$ cat src/rtl/pipe_spawner.sv
// Pipe spawner: decides when the next pipe launches and where its gap centre sits.
// Emits a one-tick spawnPulse (feeds the pipe stage's mouse1) with a registered pointY
// drawn from a 16-bit Galois LFSR. The delay between pipes shrinks with score down to a
// floor, and a watchdog re-arms the spawner if endOfMapPipe never arrives.
// Optional build macro: PIPE_SPAWN_SMOOTH_EN limits the pointY step between spawns.
module pipe_spawner #(
  parameter logic [15:0] LFSR_SEED         = 16'hACE1,
  parameter int unsigned Y_MIN             = 112,
  parameter int unsigned Y_RESET           = 240,
  parameter int unsigned BASE_GAP_TICKS    = 40,
  parameter int unsigned GAP_DEC_PER_SCORE = 2,
  parameter int unsigned MIN_GAP_TICKS     = 10,
  parameter int unsigned FLY_TIMEOUT       = 1023,
  parameter int unsigned MAX_STEP          = 64
) (
  input  logic       animationCLOCK,
  input  logic       nRESET,
  input  logic       gameRunning,
  input  logic [9:0] score,
  input  logic       endOfMapPipe,
  output logic       spawnPulse,
  output logic [9:0] pointY,
  output logic [9:0] spawnCount,
  output logic       spawnerBusy
);

`ifdef PIPE_SPAWN_SMOOTH_EN
  localparam bit SmoothEn = 1'b1;
`else
  localparam bit SmoothEn = 1'b0;
`endif

  localparam logic [1:0] StIdle    = 2'd0;
  localparam logic [1:0] StWaitGap = 2'd1;
  localparam logic [1:0] StSpawn   = 2'd2;
  localparam logic [1:0] StFlying  = 2'd3;

  localparam logic signed [10:0] StepS = 11'(MAX_STEP);

  logic [1:0]  state_q, state_d;
  logic [9:0]  timer_q, timer_d;
  logic [9:0]  pointy_q, pointy_d;
  logic [9:0]  count_q, count_d;
  logic [15:0] lfsr_q, lfsr_d;

  logic [19:0] prod;
  logic [9:0]  gap;
  logic [9:0]  raw_y;
  logic [9:0]  new_y;
  logic signed [10:0] raw_s, hi_s, lo_s;

  // Score-scaled inter-pipe delay; the compare happens before the subtract so it never wraps.
  always_comb begin
    prod = {10'd0, score} * 20'(GAP_DEC_PER_SCORE);
    if (prod >= 20'(BASE_GAP_TICKS - MIN_GAP_TICKS)) begin
      gap = 10'(MIN_GAP_TICKS);
    end else begin
      gap = 10'(20'(BASE_GAP_TICKS) - prod);
    end
  end

  // Galois LFSR, taps x^16+x^14+x^13+x^11+1, shifting right.
  always_comb begin
    lfsr_d = {1'b0, lfsr_q[15:1]} ^ (lfsr_q[0] ? 16'hB400 : 16'h0000);
  end

  // Candidate gap centre, optionally clamped to within MAX_STEP of the current one.
  always_comb begin
    raw_y = 10'(Y_MIN) + {2'b00, lfsr_q[7:0]};
    raw_s = signed'({1'b0, raw_y});
    hi_s  = signed'({1'b0, pointy_q}) + StepS;
    lo_s  = signed'({1'b0, pointy_q}) - StepS;
    new_y = raw_y;
    if (SmoothEn && (raw_s > hi_s)) begin
      new_y = hi_s[9:0];
    end else if (SmoothEn && (raw_s < lo_s)) begin
      new_y = lo_s[9:0];
    end
  end

  // Next-state logic; dropping gameRunning overrides every other event.
  always_comb begin
    state_d  = state_q;
    timer_d  = timer_q;
    pointy_d = pointy_q;
    count_d  = count_q;
    if (!gameRunning) begin
      state_d = StIdle;
      timer_d = '0;
    end else begin
      case (state_q)
        StIdle: begin
          timer_d = gap;
          count_d = '0;
          state_d = StWaitGap;
        end
        StWaitGap: begin
          if (timer_q == '0) begin
            pointy_d = new_y;
            state_d  = StSpawn;
          end else begin
            timer_d = timer_q - 10'd1;
          end
        end
        StSpawn: begin
          count_d = count_q + 10'd1;
          timer_d = 10'(FLY_TIMEOUT);
          state_d = StFlying;
        end
        StFlying: begin
          // Timer expiry recovers from a lost endOfMapPipe pulse.
          if (endOfMapPipe || (timer_q == '0)) begin
            timer_d = gap;
            state_d = StWaitGap;
          end else begin
            timer_d = timer_q - 10'd1;
          end
        end
        default: begin
          state_d = StIdle;
          timer_d = '0;
        end
      endcase
    end
  end

  // State registers with asynchronous active-low reset.
  always_ff @(posedge animationCLOCK or negedge nRESET) begin
    if (!nRESET) begin
      state_q  <= StIdle;
      timer_q  <= '0;
      pointy_q <= 10'(Y_RESET);
      count_q  <= '0;
      lfsr_q   <= LFSR_SEED;
    end else begin
      state_q  <= state_d;
      timer_q  <= timer_d;
      pointy_q <= pointy_d;
      count_q  <= count_d;
      lfsr_q   <= lfsr_d;
    end
  end

  // Outputs; the pulse is gated so a game stop kills it within the same tick.
  always_comb begin
    spawnPulse  = (state_q == StSpawn) && gameRunning;
    spawnerBusy = (state_q == StFlying);
    pointY      = pointy_q;
    spawnCount  = count_q;
  end

endmodule
$ cat config.mk
export PLATFORM = sky130hd
export DESIGN_NAME = pipe_spawner
export DESIGN_NICKNAME = d
export VERILOG_FILES = /design/src/rtl/pipe_spawner.sv
export SDC_FILE = /design/constraint.sdc
export NUM_CORES = 1
export LEC_CHECK = 0
export CAP_MARGIN = 10
export CORE_MARGIN = 10
export CORE_UTILIZATION = 55
export CTS_BUF_LIST = sky130_fd_sc_hd__clkbuf_4
export DETAILED_ROUTE_END_ITERATION = 16
export MAX_ROUTING_LAYER = met4
export PLACE_DENSITY_LB_ADDON = 0.05
export SLEW_MARGIN = 20
export SYNTH_ARGS = -nofsm -noshare
export SYNTH_HDL_FRONTEND = slang
export SYNTH_SLANG_ARGS = --single-unit
$ cat constraint.sdc
create_clock -name animationCLOCK -period 5.3 [get_ports animationCLOCK]
set_input_delay 1.59 -clock animationCLOCK [delete_from_list [all_inputs] [get_ports animationCLOCK]]
set_output_delay 1.59 -clock animationCLOCK [all_outputs]
set_load 0.02 [all_outputs]
==> flow_summary.yaml, run 1 <==
synth:
  yosysSeqAreaShare: 0.514
  avgSynthCellArea_um2: 11.3
  async_flop_share: 1.00
  synth_area_um2: 2320
  yosysWarnings: 0
  ys_types: 46
  synth_fp_nets: 230
  synth_edf_count: 0
  syn_inst: 206
  synth_ff_type: "dfrtp_1"
  ys_seq_elements: 47
clock_network:
  holdBufCountCts: 0
  cts_setup_buffers: 0
  clk_pin_slew_worst_paths_ps: 140
  cts-buffers-inserted: 5
  cts.sinks: 47
  htreeDepth: 2
  root_buffer: "clkbuf_4"
  cts_resized: 0
  clk_latency_ps: 370
  clockBufferDepth: 2
  cts_tree: "yes"
timing:
  fmax_ghz: 0.221
  finalHoldViolations: 0
  tns_ps: 0
  slew_headroom: 0.622
  rsz0062_at_grt: "false"
  max_slew.worst_pin.slew_ps: 567
  setup_viol: 0
  report.final.slew_viol_count: 0
  clock_skew_ps: 11.1
  min_period_ps: 4520
  fin_ws_ps: 782
  fin_crit_sh: 0.853
global_routing:
  grt-ovfl-total: 0
  grt_util_all_layers: 0.137
  grt_max_degree: 48
  grt_pass1_vias: 1702
  antenna_found_initial: 0
  grt_pass1_wl_um: 8010
final_layout:
  syn_to_final_growth_pct: 19.7
  final_area_um2: 2780
  drive_above_1_share: 0.145
  multi_input_area_um2: 1030
  seq_area_um2: 1190
  diodes: 0
  nFillCells: 305
  final_util: 0.689
  layout.nets: 265
  final_cells: 292
worst_setup_path:
  cp-start-kind: "input pin"
  worstPathArrival_ps: 2930
  cpMostUsedCell: "clkdlybuf4s50_1"
  crit_required_ps: 3710
  critical-path-max-stage-delay_ps: 650
  path_buf_inv: 2
  crit_slowest_cell: "clkdlybuf4s50_1"
  cp_max_fo: 5
  crit_family: "buffers and inverters"
  path_cells: "clkdlybuf4s50_1 > and2_1 > clkdlybuf4s50_1"
  rrSetupSlack_ps: 3110
  crit_path_end_kind: "primary output"
  r2r_end: "pointY[1]"
  crit_type: "in -> out"
  rr_startpoint: "timer_q[0]"
  rr_worst_depth: 6
floorplanning:
  pin_count: 36
  die_area_um2: 7210
  coreArea_um2: 4030
  die-height_um: 84.9
  die_w_um: 84.9
  rows: 23
  start_util: 0.575
place:
  place_inst: 284
  io_buffers: 34
  preCtsSetupSlack_ps: 782
  dp_hpwl_um: 3530
  placed_area_um2: 2690
  place_congestion: 0.833
power_and_ir_drop:
  powerDensity_nw_per_um2: 419
  leakagePower_uw: 0.00128
  irDropWorstVdd_uv: 259
routing:
  wl_per_cell_um: 16.1
  drt-total-wl_um: 4690
  postRouteAntennaNets: 0
  vias: 1653
  drt_pass1_iterations: 4
  route.detailed.drc: 0
  vias_per_cell: 5.66
  first_iter_violations: 71
outcome:
  status: "finished clean"
min_path:
  holdPathStages: 0
  hold_path_class: "reg -> reg"
  holdPathEnd: "lfsr_q[11]"
  worstHoldStart: "lfsr_q[12]"
flow_run:
  drv_cap: 0
-- per-layer routing --
layer	part of all wire	wire, um	up-vias	global-route usage
li1	-	-	796	-
met1	0.43	2020	799	0.150
met2	0.49	2310	49	0.224
met3	0.058	271	9	0.0459
met4	0.019	87	0	0.0554
met5	0	0	-	-
-- cell usage after synthesis, types with 3 or more instances --
cell type,instances,area share
dfstp_2,12,0.14
o22ai_1,4,0.011
nand2_1,12,0.019
ha_1,10,0.054
clkbuf_1,4,0.0065
o21ai_0,10,0.022
nand3_1,6,0.013
nor4_1,3,0.0081
o211ai_1,4,0.013
xor2_1,8,0.030
and3_1,4,0.011
dfrtp_1,35,0.38
a21oi_1,3,0.0065
inv_1,16,0.026
nor2_1,4,0.0065
nor3_1,5,0.011
nand2b_1,3,0.0081
nand4_1,8,0.022
xnor2_1,5,0.019
mux2_4,7,0.045
or3_1,3,0.0081
mux2i_1,7,0.030
nor2b_1,4,0.011
-- worst reg2reg max path: cells and delay by family, from the launching register on --
family,cells,cell delay (ps)
AND/OR/NAND/NOR,3,980
flip-flops,1,450
multiplexers,1,360
adder cells (fa/ha/maj),1,230
buffers and inverters,1,80
-- cells by family after synthesis --
group | after synthesis | synth area share
adder cells (fa/ha/maj) | 10 | 0.0540
multiplexers | 15 | 0.0804
flip-flops | 47 | 0.514
AO/OA/AOI/OAI | 35 | 0.100
AND/OR/NAND/NOR | 62 | 0.160
buffers and inverters | 23 | 0.0410
XOR/XNOR | 13 | 0.0491
other | 1 | 0.00162
-- metrics by stage --
step,hold slack (ps),total power (uW)
finish,370,1160
global route,383,1240
CTS,373,1170
detailed placement,339,943
global placement,344,921
floorplan,331,826
-- registers in the layout (all words and copies together), names as in the netlist --
register	flops
spawnCount	10
lfsr_q	16
timer_q	10
pointY	9
state_q	2
-- final cells by class --
type | instances | share of cell area
clock buffer | 5 | 0.0135
clock inverter | 3 | 0.0167
inverter | 16 | 0.0216
multi-input combinational | 136 | 0.372
sequential | 47 | 0.429
tap | 50 | 0.0225
timing repair buffer | 35 | 0.124
-- power breakdown --
part | switching (uW) | total, uW | leakage, uW | internal, uW
logic | 269 | 482 | 0.000637 | 213
clock network | 120 | 221 | 0.0000418 | 101
registers | 52.5 | 461 | 0.000606 | 408
total | 441 | 1160 | 0.00128 | 723
-- cell usage in the layout, fill, tap and decap left out, drive strengths merged, types with 5 or more instances in the layout --
cell type and n:
clkbuf 5, clkdlybuf4s50 33, dfrtp 35, dfstp 12, ha 10, inv 17
mux2 8, mux2i 7, nand2 12, nand3 7, nand4 8, nor3 6
o21ai 11, xnor2 5, xor2 8
-- worst max-delay path by stage --
stage / start / endpoint / slack [ps] / depth (start not counted)
floorplan: gameRunning / spawnPulse / 1740 / 2
global placement: gameRunning / spawnPulse / 820 / 3
detailed placement: gameRunning / spawnPulse / 780 / 3
CTS: gameRunning / spawnPulse / 770 / 3
global route: gameRunning / spawnPulse / 720 / 3
finish: gameRunning / spawnPulse / 780 / 3
Note: power is estimated with default switching activity, not from simulation.
==> inputs of run 2 (changes only) <==
==> constraint.sdc (replaced) <==
create_clock -name animationCLOCK -period 4.6 [get_ports animationCLOCK]
set_input_delay 1.38 -clock animationCLOCK [delete_from_list [all_inputs] [get_ports animationCLOCK]]
set_output_delay 1.38 -clock animationCLOCK [all_outputs]
set_load 0.02 [all_outputs]
==> run 2 against run 1 <==
Hold slack got worse by 1.3 ps. Largest power group unchanged. First-iteration DRC count fell by 23%. Via count rose by 2.6%. Count of clock-buffer cells in the layout did not move. Core utilization fell by 0.062 points. Sequential power rose by 15%. Sequential share of layout area barely moved. Clock power rose by 13%. Wire length rose by 3.3%. Largest cell class unchanged.
==> flow_summary.yaml, run 2 (synthesis gave the netlist of run 1 again) <==
outcome:
  status: "finished clean"
timing:
  rsz0062_at_grt: "false"
  tns_ps: 0
  slew_headroom: 0.620
  finalHoldViolations: 0
  max_slew.worst_pin.slew_ps: 570
  setup_viol: 0
  fin_hold_ws_ps: 369
  clock_skew_ps: 7.48
  fmax_ghz: 0.245
  fin_ws_ps: 525
  min_period_ps: 4080
  report.final.slew_viol_count: 0
  fin_crit_sh: 0.886
worst_setup_path:
  crit_type: "in -> out"
  critical-path-max-stage-delay_ps: 640
  cp-start-kind: "input pin"
  cpMostUsedCell: "clkdlybuf4s50_1"
  crit_required_ps: 3220
  path_cells: "clkdlybuf4s50_1 > and2_1 > clkdlybuf4s50_1"
  worstPathArrival_ps: 2700
  crit_path_end_kind: "primary output"
  cp_max_fo: 5
  crit_slowest_cell: "clkdlybuf4s50_1"
routing:
  drt-total-wl_um: 4850
  route.detailed.drc: 0
  vias_per_cell: 5.81
  first_iter_violations: 55
  drt_pass1_iterations: 4
  wl_per_cell_um: 16.6
  vias: 1696
  postRouteAntennaNets: 0
flow_run:
  drv_cap: 0
final_layout:
  final_util: 0.688
  nFillCells: 299
  layout.nets: 265
  seq_area_um2: 1190
  regMostFlops: "lfsr_q"
  final_common_cell: "dfrtp_1"
  final_cells: 292
  diodes: 0
  mostFrequentLayoutCells: "dfrtp_1 (35), clkdlybuf4s50_1 (33), inv_1 (16)"
  drive_above_1_share: 0.145
  syn_to_final_growth_pct: 19.6
  largest_reg_flops: 16
  multi_input_area_um2: 1030
clock_network:
  clk_latency_ps: 370
  cts_resized: 0
  cts.sinks: 47
  htreeDepth: 2
  clk_pin_slew_worst_paths_ps: 140
  cts_tree: "yes"
  holdBufCountCts: 0
  cts-buffers-inserted: 5
  root_buffer: "clkbuf_4"
  cts_setup_buffers: 0
  clockBufferDepth: 2
global_routing:
  grt_util_all_layers: 0.144
  grt_pass1_vias: 1792
  antenna_found_initial: 0
  grt-ovfl-total: 0
  grt_max_degree: 48
  grt_pass1_wl_um: 8530
power_and_ir_drop:
  leakagePower_uw: 0.00129
  irDropWorstVdd_uv: 287
  powerDensity_nw_per_um2: 482
floorplanning:
  coreArea_um2: 4030
  die_area_um2: 7210
  die-height_um: 84.9
  die_w_um: 84.9
  pin_count: 36
  rows: 23
  start_util: 0.575
place:
  preCtsSetupSlack_ps: 523
  io_buffers: 34
  place_congestion: 0.831
  place_inst: 284
  dp_hpwl_um: 3590
min_path:
  hold_path_class: "reg -> reg"
[run 2: cell types whose count changed in the layout (fill, tap and decap cells not counted)]
cell | previous run | this run
clkinv_2 | 0 | 1
clkinv_4 | 0 | 1
clkinvlp_4 | 1 | 0
inv_6 | 1 | 0
[run 2: where the power goes]
part	internal (uW)	switching, uW	total [uW]	leakage [uW]
Combinational	246	312	558	0.000637
Clock	114	134	249	0.0000452
Sequential	470	60.7	531	0.000606
Total	831	507	1340	0.00129
[run 2: cell type report]
type,count,area share
well taps,50,0.0226
clock inverters,3,0.0158
repair buffers,35,0.125
clock buffers,5,0.0135
inverters,16,0.0217
flip-flops and latches,47,0.430
multi-input cells,136,0.372
[run 2: worst max-delay path: cells and delay by family]
kind	cells	cell delay, ps
buf+inv	2	1110
simple gates	1	200
[run 2: worst paths after layout]
kind / end / depth (start not counted) / slack, ps / start
max: spawnPulse / 3 / 520 / gameRunning
min in group asynchronous: timer_q[7] / 1 / 990 / nRESET
max reg2reg: pointY[3] / 6 / 2400 / timer_q[0]
min: lfsr_q[8] / 0 / 370 / lfsr_q[9]
min reg2reg: lfsr_q[8] / 0 / 370 / lfsr_q[9]
max in group asynchronous: lfsr_q[13] / 1 / 3220 / nRESET
[run 2: layer usage]
metal  track usage  routed length, um
met2         0.238               2480
met5             -                  0
met3        0.0478                273
met4        0.0434                 46
met1         0.161               2050
[run 2: per-stage QoR]
step | instance area [um2] | power, uW
3_3_place_gp | 2690 | 1060
4_1_cts | 2770 | 1340
6_report | 2770 | 1340
5_1_grt | 2770 | 1430
3_5_place_dp | 2690 | 1080
2_1_floorplan | 2320 | 952
==> inputs of run 3 (changes only) <==
--- a/config.mk
+++ b/config.mk
@@ -12,7 +12,6 @@
 export DETAILED_ROUTE_END_ITERATION = 16
 export MAX_ROUTING_LAYER = met4
 export PLACE_DENSITY_LB_ADDON = 0.05
-export SLEW_MARGIN = 20
 export SYNTH_ARGS = -nofsm -noshare
 export SYNTH_HDL_FRONTEND = slang
 export SYNTH_SLANG_ARGS = --single-unit
==> run 3 against run 2 <==
Sequential share of layout area hardly changed. Design area hardly changed. Register-to-register slack worse by 20 ps. Flip-flop and latch count stayed put. Wire length is 0.47% higher. Via count is 0.29% higher. Sequential power hardly changed. Cell count stayed put.
==> flow_summary.yaml, run 3 (synthesis gave the netlist of run 1 again) <==
final_layout:
  syn_to_final_growth_pct: 19.5
  final_util: 0.688
  layout.nets: 265
  nFillCells: 300
  regMostFlops: "lfsr_q"
  diodes: 0
  largest_reg_flops: 16
  final_common_cell: "dfrtp_1"
  mostFrequentLayoutCells: "dfrtp_1 (35), clkdlybuf4s50_1 (33), inv_1 (16)"
  drive_above_1_share: 0.145
  final_area_um2: 2770
power_and_ir_drop:
  pwr-share-seq: 0.397
  powerDensity_nw_per_um2: 483
  pwr-share-comb: 0.417
  irDropWorstVdd_uv: 286
  p_sw_frac: 0.380
  power.internal_uw: 830
  leakagePower_uw: 0.00129
  clock_power_share: 0.187
  p_switching_uw: 509
floorplanning:
  die_w_um: 84.9
  die_area_um2: 7210
  coreArea_um2: 4030
  pin_count: 36
  die-height_um: 84.9
  rows: 23
  start_util: 0.575
routing:
  first_iter_violations: 82
  drt_pass1_iterations: 4
  postRouteAntennaNets: 0
  route.detailed.drc: 0
  vias: 1701
  wl_per_cell_um: 16.7
  vias_per_cell: 5.83
  drt-total-wl_um: 4870
min_path:
  holdPathStages: 0
  hold_path_class: "reg -> reg"
worst_setup_path:
  crit_family: "buffers and inverters"
  path_buf_inv: 2
  setup.worst_path.start: "gameRunning"
  rrSetupSlack_ps: 2380
  worstPathArrival_ps: 2700
  crit_type: "in -> out"
  cp-start-kind: "input pin"
  critical-path-max-stage-delay_ps: 640
  rr_worst_depth: 6
  crit_path_end_kind: "primary output"
  cp.depth: 3
  cp-endpoint: "spawnPulse"
  crit_slowest_cell: "clkdlybuf4s50_1"
  cp_max_fo: 5
  cpMostUsedCell: "clkdlybuf4s50_1"
  rr_startpoint: "timer_q[0]"
  crit_required_ps: 3220
  path_cells: "clkdlybuf4s50_1 > and2_1 > clkdlybuf4s50_1"
  r2r_end: "pointY[3]"
clock_network:
  clk_latency_ps: 370
  cts-buffers-inserted: 5
  holdBufCountCts: 0
  cts.sinks: 47
  root_buffer: "clkbuf_4"
  cts_setup_buffers: 0
  clockBufferDepth: 2
  htreeDepth: 2
  clk_pin_slew_worst_paths_ps: 140
  cts_tree: "yes"
  cts_resized: 0
timing:
  fin_ws_ps: 525
  fin_hold_ws_ps: 370
  max_slew.worst_pin.slew_ps: 1020
  tns_ps: 0
  setup_viol: 0
  rsz0062_at_grt: "false"
  finalHoldViolations: 0
  fin_crit_sh: 0.886
  slew_headroom: 0.322
  min_period_ps: 4080
  clock_skew_ps: 12.2
  fmax_ghz: 0.245
  report.final.slew_viol_count: 0
place:
  preCtsSetupSlack_ps: 523
  io_buffers: 34
  place_congestion: 0.831
  placed_area_um2: 2690
  dp_hpwl_um: 3590
global_routing:
  grt_pass1_vias: 1792
  grt_max_degree: 48
  grt-ovfl-total: 0
  grt_util_all_layers: 0.144
  antenna_found_initial: 0
  grt_pass1_wl_um: 8530
outcome:
  status: "finished clean"
flow_run:
  drv_cap: 0
[run 3: cell counts in the layout (fill, tap and decap cells not counted)]
No cell type changed its count.
[run 3: power groups by stage]
stage / combinational [uW] / clock [uW] / sequential, uW
5_1_grt: 612 / 276 / 540
3_3_place_gp: 529 / 0 / 533
6_report: 558 / 250 / 531
4_1_cts: 556 / 255 / 531
3_5_place_dp: 547 / 0 / 538
2_1_floorplan: 402 / 0 / 550
[run 3: worst reg2reg max path, stage by stage, from the launching register on]
cell and delay [ps]:
dfrtp_1 450, inv_1 80, ha_1 220, nor2b_1 430
and3_1 370, nand3_4 220, mux2_4 360
[run 3: worst min path at each step]
stage | from | end | slack (ps)
finish | lfsr_q[9] | lfsr_q[8] | 370
floorplan | lfsr_q[9] | lfsr_q[8] | 330
global route | lfsr_q[9] | lfsr_q[8] | 370
global placement | lfsr_q[9] | lfsr_q[8] | 340
CTS | lfsr_q[9] | lfsr_q[8] | 370
detailed placement | lfsr_q[9] | lfsr_q[8] | 340
[run 3: through the flow]
stage / cells / total power (uW)
final: 292 / 1340
after global routing: 292 / 1430
after CTS: 292 / 1340
after floorplan: 206 / 952
after global placement: 284 / 1060
after detailed placement: 284 / 1080
[run 3: per-layer routing]
| metal | track usage | up-vias | part of all wire |
|---|---|---|---|
| met2 | 0.238 | 45 | 0.51 |
| met4 | 0.0434 | 0 | 0.012 |
| met5 | - | - | 0 |
| met3 | 0.0478 | 6 | 0.056 |
| li1 | - | 802 | - |
| met1 | 0.161 | 848 | 0.42 |
[run 3: cell type report]
type / instances / area, um2 / share of cell area
well taps: 50 / 62.6 / 0.0226
repair buffers: 35 / 343 / 0.124
flip-flops and latches: 47 / 1190 / 0.430
multi-input cells: 136 / 1030 / 0.373
clock inverters: 3 / 43.8 / 0.0158
inverters: 16 / 60.1 / 0.0217
clock buffers: 5 / 37.5 / 0.0136
